<file path="config.mk">
export PLATFORM = sky130hd
export DESIGN_NAME = nn_neuron_mac
export DESIGN_NICKNAME = d
export VERILOG_FILES = /design/src/rtl/nn_neuron_mac.sv
export SDC_FILE = /design/constraint.sdc
export NUM_CORES = 1
export LEC_CHECK = 0
export CORE_ASPECT_RATIO = 0.8
export CORE_MARGIN = 2
export CORE_UTILIZATION = 48
export DETAILED_ROUTE_END_ITERATION = 7
export GPL_ROUTABILITY_DRIVEN = 0
export PLACE_DENSITY = 0.68
export SLEW_MARGIN = 20
export SYNTH_ARGS = -nofsm -noshare
export SYNTH_HDL_FRONTEND = slang
export SYNTH_SLANG_ARGS = --single-unit
export TNS_END_PERCENT = 20
</file>
<file path="constraint.sdc">
create_clock -name Clk -period 6.55 [get_ports Clk]
set_clock_uncertainty 0.05 [all_clocks]
set_input_delay 1.31 -clock Clk [delete_from_list [all_inputs] [get_ports Clk]]
set_output_delay 1.31 -clock Clk [all_outputs]
set_load 0.02 [all_outputs]
</file>
<file path="src/rtl/nn_neuron_mac.sv">
// nn_neuron_mac -- multiply-accumulate stage for a single neuron.
//
// Accepts N_INPUTS serial (activation, weight) pairs after a start pulse,
// accumulates their signed products, then saturates the sum to 14-bit
// signed and optionally applies ReLU. The result register and the
// saturation flag update only on the edge that accepts the final pair.
// out_valid pulses for one cycle after that edge and is meant to drive the
// enable of a downstream 14-bit result register.
//
// Ports:
//   Clk       rising-edge clock
//   Rst       synchronous active-high reset
//   start     begin an evaluation (honoured only in IDLE)
//   in_valid  x_in/w_in valid this cycle (honoured only in ACC)
//   x_in      signed 8-bit activation
//   w_in      signed 6-bit weight
//   busy      high while in ACC or DONE
//   out_valid one-cycle pulse, result valid
//   result    signed 14-bit saturated (optionally ReLU'd) weighted sum
//   ovf       saturation occurred (meaningful with out_valid)

module nn_neuron_mac #(
  parameter int N_INPUTS = 3,
  parameter bit RELU     = 1'b0,
  parameter int ACC_W    = 16
) (
  input  logic              Clk,
  input  logic              Rst,
  input  logic              start,
  input  logic              in_valid,
  input  logic signed [7:0] x_in,
  input  logic signed [5:0] w_in,
  output logic              busy,
  output logic              out_valid,
  output logic signed [13:0] result,
  output logic              ovf
);

  localparam int CNT_W = $clog2(N_INPUTS + 1);
  localparam logic [CNT_W-1:0] LAST_IDX = CNT_W'(N_INPUTS - 1);
  localparam logic signed [ACC_W-1:0] SAT_MAX = ACC_W'(8191);
  localparam logic signed [ACC_W-1:0] SAT_MIN = ACC_W'(-8192);

  typedef enum logic [1:0] {
    S_IDLE,
    S_ACC,
    S_DONE
  } state_t;

  state_t                   state_q, state_d;
  logic signed [ACC_W-1:0]  acc_q;
  logic [CNT_W-1:0]         count_q;

  logic signed [13:0]       product;
  logic signed [ACC_W-1:0]  sum;
  logic signed [13:0]       sat_res;
  logic                     sat_ovf;
  logic signed [13:0]       final_res;
  logic                     accept;
  logic                     last_pair;

  // 8x6 signed product always fits in 14 bits, so both operands are
  // sign-extended to 14 bits before multiplying to keep it full precision.
  assign product = $signed({{6{x_in[7]}}, x_in}) * $signed({{8{w_in[5]}}, w_in});

  // The sum includes the incoming product so the final pair can be folded
  // into the result on the same edge it is accepted.
  assign sum = acc_q + ACC_W'(product);

  always_comb begin
    // NOTE: every output of a combinational block gets a default first so no
    // path through the if/case leaves it unassigned and infers a latch.
    sat_res = sum[13:0];
    sat_ovf = 1'b0;
    if (sum > SAT_MAX) begin
      sat_res = 14'sd8191;
      sat_ovf = 1'b1;
    end else if (sum < SAT_MIN) begin
      sat_res = -14'sd8192;
      sat_ovf = 1'b1;
    end
    // ReLU acts after saturation; ovf reports the saturation step only.
    final_res = (RELU && sat_res[13]) ? 14'sd0 : sat_res;
  end

  always_comb begin
    state_d   = state_q;
    accept    = 1'b0;
    last_pair = 1'b0;
    busy      = (state_q != S_IDLE);
    out_valid = (state_q == S_DONE);
    case (state_q)
      S_IDLE: begin
        // A pair presented alongside start is deliberately not accumulated.
        if (start) state_d = S_ACC;
      end
      S_ACC: begin
        if (in_valid) begin
          accept    = 1'b1;
          last_pair = (count_q == LAST_IDX);
          if (last_pair) state_d = S_DONE;
        end
      end
      S_DONE:  state_d = S_IDLE;
      default: state_d = S_IDLE;
    endcase
  end

  always_ff @(posedge Clk) begin
    // NOTE: sequential state uses non-blocking assignments so every register
    // samples pre-edge values regardless of statement order.
    if (Rst) begin
      state_q <= S_IDLE;
      acc_q   <= '0;
      count_q <= '0;
      result  <= '0;
      ovf     <= 1'b0;
    end else begin
      state_q <= state_d;
      if (state_q == S_IDLE && start) begin
        acc_q   <= '0;
        count_q <= '0;
      end else if (accept) begin
        acc_q   <= sum;
        count_q <= count_q + 1'b1;
        if (last_pair) begin
          result <= final_res;
          ovf    <= sat_ovf;
        end
      end
    end
  end

endmodule

</file>
==> flow_summary.ini, run 1 <==
[detailed_routing]
via_per_inst = 5.30
drt-total-wl_mm = 8.83
ant_nets = 0
vias = 3416
wire_per_inst_um = 13.7
drt-pass1-iter-count = 6
drc_errors = 0
drt_iter0_markers = 163

[timing]
rsz0062_at_grt = no
hold_viol_final = 0
whs_ns = 0.404
period_share = 0.956
setup_violations = 0
tightest_slew_ns = 0.799
max_freq_mhz = 160
slew_headroom = 0.466
period_needed_ns = 6.26
report.final.slew_viol_count = 0

[cts]
hold_buffers = 0
clkSlewWorstSetupHoldPaths_ns = 0.08
cts_num_sinks = 35
cts_buffer_depth = 2
clock_latency_ns = 0.30
htreeDepth = 2
numCtsBuffers = 5
cts_tree = done
clockRootBuffer = clkbuf_8

[die]
chipWidth_um = 107
start_util = 0.504
boundaryPins = 35
die_y_um = 86.2
dieArea_um2 = 9210
core_area_um2 = 8060
fp-row-count = 29

[logic_synthesis]
synth_area_per_cell_um2 = 8.33
yosys_warnings = 0
yosys.area.top_type_share = 0.242
synth_edf_count = 0
synth_nets = 592
ys_top_cells_by_count = inv_1, fa_1, nand2_1
netlist_instances = 487
async_flop_share = 0
synth.most_common_cell = inv_1
synth-seq-cells = 35
synthFlopType = dfxtp_1
seq_area_frac_synth = 0.173
ys_types = 48
yosysTopAreaCell = fa_1
ys_top_cells_by_area = fa_1, dfxtp_1, ha_1
synth_area_um2 = 4060

[pwr]
p_leak_uw = 0.00226
ir_worst_vdd_v = 0.000293
p_per_area_nw_per_um2 = 422

[place]
dp_cells = 636
port_buffers = 34
dpl_cell_area_um2 = 4640
dp_hpwl_mm = 7.38

[grt]
grt_pass1_vias = 3274
grt_pass1_wl_mm = 15.3
grt_max_degree = 20
globalRouteTotalUtil = 0.206
antenna_found_initial = 0
grt-ovfl-total = 0

[worst_setup_path]
path_buf_inv = 7
cpMostUsedCell = inv_1
crit_family = adder cells
cp.arrival_ns = 6.40
critPathKind = primary input to flop
critPathCaptureType = flop
crit_chain = clkdlybuf4s50_1 > nand2_1 > inv_1 > fa_1 > inv_1 > fa_1 > inv_1 > fa_1 > inv_1 > fa_1 > inv_1 > ha_1 > and3_1 > o21ai_0 > buf_4 > nand3_1 > o211a_1 > o211a_1 > a311o_1
path_max_fanout = 6
cp-start-kind = primary input
slowest_stage = fa_1
required_ns = 6.68
slowest_delay_ns = 0.58

[cells_and_area]
fillers = 740
nets = 640
multiInputGateArea_um2 = 2930
antenna_cells = 0
final_area_um2 = 4740
drive_gt1_frac = 0.0653
ff_latch_area_um2 = 701
area_growth_pct = 16.9
finalNonFillerCells = 644

[job]
drv_cap = 0

[min_path]
holdCritPathClass = flop to flop

[run_status]
status = complete, no violations
[where the power goes]
group	switching [uW]	leakage [uW]	internal [uW]
Clock	94.1	0.0000408	76.2
Sequential	9.67	0.000283	229
Combinational	919	0.00194	675
[logic make-up after synthesis]
kind of cell,share of synthesized area
buffers and inverters,0.109
XOR/XNOR,0.0302
AO/OA/AOI/OAI,0.150
adder cells (fa/ha/maj),0.359
AND/OR/NAND/NOR,0.180
flip-flops,0.173
[final timing paths]
path,slack (ns),depth (start not counted),startpoint,to
max reg2reg,2.44,16,acc_q[5],result[1]
max,0.29,19,x_in[7],result[1]
min,0.40,2,result[5],result[5]
min reg2reg,0.40,2,result[5],result[5]
[layer usage]
layer	share of wire	wire [um]	GRT usage	vias up
li1	-	-	-	1679
met1	0.48	4220	0.305	1675
met2	0.47	4190	0.331	57
met3	0.042	372	0.0286	5
met4	0.0053	47	0.0283	0
met5	0	0	0	-
[worst min-delay path, stage by stage, from the launching register on]
cell     delay [ns]
dfxtp_1        0.33
nand2_1        0.05
nand3_1        0.05
[stage by stage]
stage	utilization	setup slack [ns]	setup TNS [ns]	power, uW
6_report	0.589	0.287	0	2000
3_3_place_gp	0.576	0.0221	0	1780
3_5_place_dp	0.576	-0.0723	-0.241	1810
4_1_cts	0.587	0.209	0	1990
2_1_floorplan	-	0.643	0	1340
5_1_grt	0.589	0.00897	0	2220
[registers in the layout, summed over array words and instances (netlist names)]
name	flops
acc_q	16
count_q	2
result	14
ovf	1
state_q	2
[cell type report]
class / count / area share
clock buffer: 5 / 0.0145
timing repair buffer: 57 / 0.108
tap: 108 / 0.0285
multi-input combinational: 336 / 0.617
inverter: 100 / 0.0792
sequential: 35 / 0.148
clock inverter: 3 / 0.00501
[what timing repair did]
| action | CTS | global route |
|---|---|---|
| setup endpoints to repair | 0 | 4 |
| buffers inserted | 0 | 0 |
| gates resized for setup | 0 | 3 |
[cells in the final DEF, fill, tap and decap left out, drive strengths merged, types with 4 or more instances in the layout]
cell type      count
a21o               6
xor2               4
clkbuf             5
o21ai             16
nand3             10
buf               23
dfxtp             35
nand2             49
xnor2             10
a32oi              4
and2              31
inv              100
ha                38
a211oi             6
nor2              29
nor2b              4
nor3               6
fa                49
clkdlybuf4s50     34
nand2b             4
a21oi             19
o211ai            12
a311o              4
Power figures use the tool's default switching activity.
==> inputs of run 2 (changes only) <==
--- a/config.mk
+++ b/config.mk
@@ -5,7 +5,7 @@
 export SDC_FILE = /design/constraint.sdc
 export NUM_CORES = 1
 export LEC_CHECK = 0
-export CORE_ASPECT_RATIO = 0.8
+export CORE_ASPECT_RATIO = 1.1
 export CORE_MARGIN = 2
 export CORE_UTILIZATION = 48
 export DETAILED_ROUTE_END_ITERATION = 7
==> run 2 against run 1 <==
Power grew 1.3%. Non-clock buffer count up 1. Clock-buffer cell count increased by 2. Setup slack got worse by 0.023 ns. Wire length up 2.0%.
==> flow_summary.ini, run 2 (synthesis results as in run 1) <==
[pwr]
power_uw = 2030
p_per_area_nw_per_um2 = 427
ir_worst_vdd_v = 0.000285
p_leak_uw = 0.00227

[timing]
rsz0062_at_grt = no
tightest_slew_ns = 0.819
finalSetupTns_ns = 0
hold_viol_final = 0
period_needed_ns = 6.29
period_share = 0.960
report.final.slew_viol_count = 0
max_freq_mhz = 159
slew_headroom = 0.452
setup_violations = 0

[cells_and_area]
final_area_um2 = 4750
reg_top3 = acc_q x16, result x14
drive_gt1_frac = 0.0615
largest_register_ffs = 16
layout_commonest_cell = inv_1
mostFrequentLayoutCells = inv_1, nand2_1, fa_1, ha_1, dfxtp_1
fin_util = 0.574
finalNonFillerCells = 648
nets = 641
top_register = acc_q
area_growth_pct = 17.0
antenna_cells = 0
fillers = 762

[worst_setup_path]
cp.arrival_ns = 6.41
startpoint = x_in[7]
critPathKind = primary input to flop
cp-start-kind = primary input
required_ns = 6.67
timing.rr.start = acc_q[5]
path_max_fanout = 24
critPathCaptureType = flop

[place]
dp_cells = 640
port_buffers = 34
dpl_cell_area_um2 = 4660
dp_hpwl_mm = 7.21

[cts]
clkSlewWorstSetupHoldPaths_ns = 0.07
clock_latency_ns = 0.29
clockRootBuffer = clkbuf_8
htreeDepth = 2
cts-resized-gates = 0
cts_tree = done
cts_setup_buffers = 0
cts_buffer_depth = 2
cts_num_sinks = 35
hold_buffers = 0
numCtsBuffers = 5

[min_path]
holdCritPathClass = flop to flop
hold_start = acc_q[0]

[die]
die_y_um = 100
core_area_um2 = 8280
dieArea_um2 = 9210
boundaryPins = 35
fp-row-count = 35
start_util = 0.490
chipWidth_um = 91.7

[detailed_routing]
vias = 3334
drt_iter0_markers = 106
wire_per_inst_um = 13.9
ant_nets = 0
drt-pass1-iter-count = 4
drt-total-wl_mm = 9.01
drc_errors = 0
via_per_inst = 5.15

[grt]
globalRouteTotalUtil = 0.217
antenna_found_initial = 0
grt_pass1_vias = 3512
grt_pass1_wl_mm = 16.2
grt_max_degree = 25
grt-ovfl-total = 0

[run_status]
status = complete, no violations

[job]
drv_cap = 0
-- run 2: changes by cell type in the layout (fill, tap and decap cells not counted), sizes merged --
cell      change
inv           -1
buf           +1
clkbuf        +2
clkinvlp      -2
clkinv        +1
-- run 2: critical path: stages --
cell and delay (ns):
clkdlybuf4s50_1 0.49, nand2_1 0.13, inv_1 0.07, fa_1 0.57
inv_1 0.14, fa_1 0.53, inv_1 0.06, fa_1 0.53
inv_1 0.06, fa_1 0.54, inv_1 0.04, ha_1 0.34
and4_1 0.23, a21oi_2 0.18, a21oi_1 0.10, a211oi_2 0.22
xnor2_1 0.14, buf_12 0.17, a21o_1 0.20, a221o_1 0.34
-- run 2: layout make-up --
| cell class | instances | area (um^2) | share of cell area |
|---|---|---|---|
| Inverter | 100 | 375 | 0.0791 |
| Clock buffer | 7 | 76.3 | 0.0161 |
| Timing Repair Buffer | 58 | 533 | 0.112 |
| Multi-Input combinational cell | 336 | 2920 | 0.615 |
| Clock inverter | 1 | 5.00 | 0.00105 |
| Sequential cell | 35 | 701 | 0.148 |
| Tap cell | 111 | 139 | 0.0292 |
-- run 2: through the flow --
| step | hold slack (ns) | worst slack [ns] |
|---|---|---|
| 3_3_place_gp | 0.396 | 0.00638 |
| 2_1_floorplan | 0.386 | 0.643 |
| 5_1_grt | 0.431 | 0.00217 |
| 3_5_place_dp | 0.401 | -0.0688 |
| 4_1_cts | 0.414 | 0.182 |
| 6_report | 0.414 | 0.264 |
-- run 2: report_power, final --
part	switching, uW	internal, uW
clock	79.4	74.7
sequential	10.2	229
combinational	932	704
-- run 2: routing by layer --
layer / vias up / global-route usage / share of wire
met1: 1575 / 0.288 / 0.46
met3: 12 / 0.0308 / 0.045
met4: 0 / 0.0688 / 0.018
met5: - / 0 / 0
li1: 1671 / - / -
met2: 76 / 0.367 / 0.48
-- run 2: worst paths after layout --
kind         cells after the start        end  slack (ns)
max                             20  result[3]        0.26
min                              2   acc_q[0]        0.41
max reg2reg                     16  result[2]        2.42
min reg2reg                      2   acc_q[0]        0.41
==> inputs of run 3 (changes only) <==
--- a/config.mk
+++ b/config.mk
@@ -8,6 +8,7 @@
 export CORE_ASPECT_RATIO = 1.1
 export CORE_MARGIN = 2
 export CORE_UTILIZATION = 48
+export CTS_CLUSTER_SIZE = 28
 export DETAILED_ROUTE_END_ITERATION = 7
 export GPL_ROUTABILITY_DRIVEN = 0
 export PLACE_DENSITY = 0.68
==> results of run 3 <==
Same layout as run 2: the final DEF is identical, and so are final timing and power.
==> patch, RTL diff (config.mk and constraints of run 2) <==
Encoding of `state_t`: now one-hot (3 bits for 3 states).
--- a/src/rtl/nn_neuron_mac.sv
+++ b/src/rtl/nn_neuron_mac.sv
@@ -41,10 +41,10 @@
   localparam logic signed [ACC_W-1:0] SAT_MAX = ACC_W'(8191);
   localparam logic signed [ACC_W-1:0] SAT_MIN = ACC_W'(-8192);
 
-  typedef enum logic [1:0] {
-    S_IDLE,
-    S_ACC,
-    S_DONE
+  typedef enum logic [2:0] {
+    S_IDLE = 3'b001,
+    S_ACC  = 3'b010,
+    S_DONE = 3'b100
   } state_t;
 
   state_t                   state_q, state_d;
Behaviour: same outputs for any inputs over 4 cycles, from zero or initial values and one cycle with Rst high; so few cycles prove little.
==> patch against run 2 <==
Final area is 0.61% higher. Global-route usage shrank 2.2 points. Clock power increased by 28%. Worst hold slack better by 0.0031 ns. Area after synthesis is 3.2% lower. Total power down 28%. Routed wire length shrank 6.3%. Sequential cell count is 1 higher. Worst setup slack got worse by 0.10 ns. Critical path type unchanged.
==> patch: results (changes against run 2) <==
* Worst-path clk slew at 0.08 ns
* Sequential area share after synthesis at 18.3% (+1.1 points)
* GRT met3 Usage at 2.06% (-1.0 points)
* Met2 Use GR at 34.6% (-2.0 points)
* Post-detailed-route via-to-cell ratio at 4.98 (-3.2%)
* Drt first-iter violations at 108 (+1.9%)
* Port bufs at 34 (unchanged)
* Leakage power summed over all cells at 2.28 nW (+0.48%)
* Leading post-synthesis cells by cell area: fa_1 25%, dfxtp_1 18%, ha_1 12%
* Hpwl dp at 6.87 mm (-4.7%)
* Main flop type after synthesis: dfxtp_1
* Worst VDD drop at 0.000196 V (-31%)
* Number of search-and-repair iterations in the first detailed-routing pass at 4 (unchanged)
* Met1 Usage GRT at 26.4% (-2.4 points)
* Number of antenna violations at the first check in global routing at 0 (unchanged)
* Cell-internal power at 794 µW (-21%)
* Cell at the slowest stage of the critical path: clkdlybuf4s50_1
* Number of fillers in the final layout at 731 (-4.1%)
* Worst slew margin relative to its limit at 47.5% (+2.3 points)
* Share of post-route cells with drive strength above 1 at 11.8% (+5.6 points)
* Post-synthesis adder-cell area fraction at 37.1% (+1.2 points)
* Post-CTS setup repair buffer count at 0 (unchanged)
* Via count of the first global-routing pass at 3126 (-11%)
* Proportion of register bits with asynchronous set or reset after synthesis at 0% (unchanged)
* Wire length of the first global-routing pass at 14.2 mm (-12%)
* Number of antenna cells inserted at 0 (unchanged)
* Post-synthesis xor/xnor area fraction at 3.76% (+0.74 points)
* Share of cell area taken by muxes after synthesis at 0% (unchanged)
* Maximum clock insertion buffer count at 2 (unchanged)
* Kind of cell with the highest combined delay on the critical path: adder cells
* Largest incremental delay on the critical path at 0.56 ns
* Warnings, synthesis at 0 (unchanged)
* Placed instance area at 0.00462 mm² (-0.91%)
* Pin count of the biggest net entering global routing at 25 (unchanged)
* Endpoints failing hold at 0 (unchanged)
* Latest clock arrival within the worst-skew pair at 0.29 ns (about the same)
* Count of H-tree levels built during CTS at 2 (unchanged)
* Synthesized net count at 564 (-4.7%)
* Detailed-route DRC error count at 0 (unchanged)
* Number of nets in the layout at 631 (-1.6%)
* Synth top cells by count: 98 x inv_1, 49 x fa_1, 40 x nand2_1
* Post-synthesis cell type count at 43 (-10%)
* Result of the run: finished, final reports clean
* Sum of routed wire length over all layers at 8.44 mm (-6.3%)
* Area fraction in compound gates after synthesis at 14.5% (-0.43 points)
* Leading registers by flop count: acc_q x16, result x14, state_q x3
* CP Max Fanout at 9 (-63%)
* GRT Util Overall at 19.5% (-2.2 points)
* Pre-CTS setup slack at -0.213 ns (-0.144 ns)
* Number of clock buffers inserted by TritonCTS at 5 (unchanged)
* Root buf cell: clkbuf_8
* Path type of the worst min-delay path: flop to flop
-- patch: changes by cell type in the layout (fill, tap and decap cells not counted), sizes merged, moves of 7 or more --
cell,run 2,this run
buf,24,35
o211ai,12,1
nand2,49,40
a21oi,19,30
nor2,29,38
nand3,10,3
-- patch: cell type report --
type                       count  share of cell area [%]
inverter                      98                    7.75
clock inverter                 2                   0.733
multi-input combinational    316                    59.4
clock buffer                   6                    1.52
sequential                    36                    15.1
tap                          108                    2.83
timing repair buffer          69                    12.7
-- patch: power by group through the flow --
stage          sequential [mW]  combinational, mW  clock [mW]
2_1_floorplan            0.227              0.716           0
3_3_place_gp             0.228              0.985           0
3_5_place_dp             0.228               1.00           0
4_1_cts                  0.223               1.01       0.201
5_1_grt                  0.223               1.17       0.212
6_report                 0.223               1.05       0.197
-- patch: worst paths after layout --
path,from,to,slack (ns),depth (start not counted)
min reg2reg,acc_q[14]$_SDFFE_PP0P_,acc_q[14]$_SDFFE_PP0P_,0.42,2
min,acc_q[14]$_SDFFE_PP0P_,acc_q[14]$_SDFFE_PP0P_,0.42,2
max reg2reg,acc_q[5]$_SDFFE_PP0P_,result[11]$_SDFFE_PP0P_,2.25,17
max,w_in[4],result[11]$_SDFFE_PP0P_,0.16,18
-- patch: through the flow --
stage               cells  util [%]
floorplan             459         -
global placement      626      58.4
detailed placement    626      58.4
CTS                   634      59.8
global route          635      60.4
finish                635      60.4
-- patch: timing repair --
action	in CTS	in global routing
setup endpoints to repair	0	14
gates resized for setup	0	13
hold buffers	0	0
-- patch: per-layer routing --
metal  share of wire [%]  up-vias
li1                    -     1585
met5                   0        -
met1                  45     1546
met2                  52       26
met4                0.57        0
met3                 2.2        5
-- patch: worst min-delay path: stages, from the launching register on --
cell and delay (ns):
dfxtp_1 0.32, nand2_1 0.05, a21oi_1 0.05
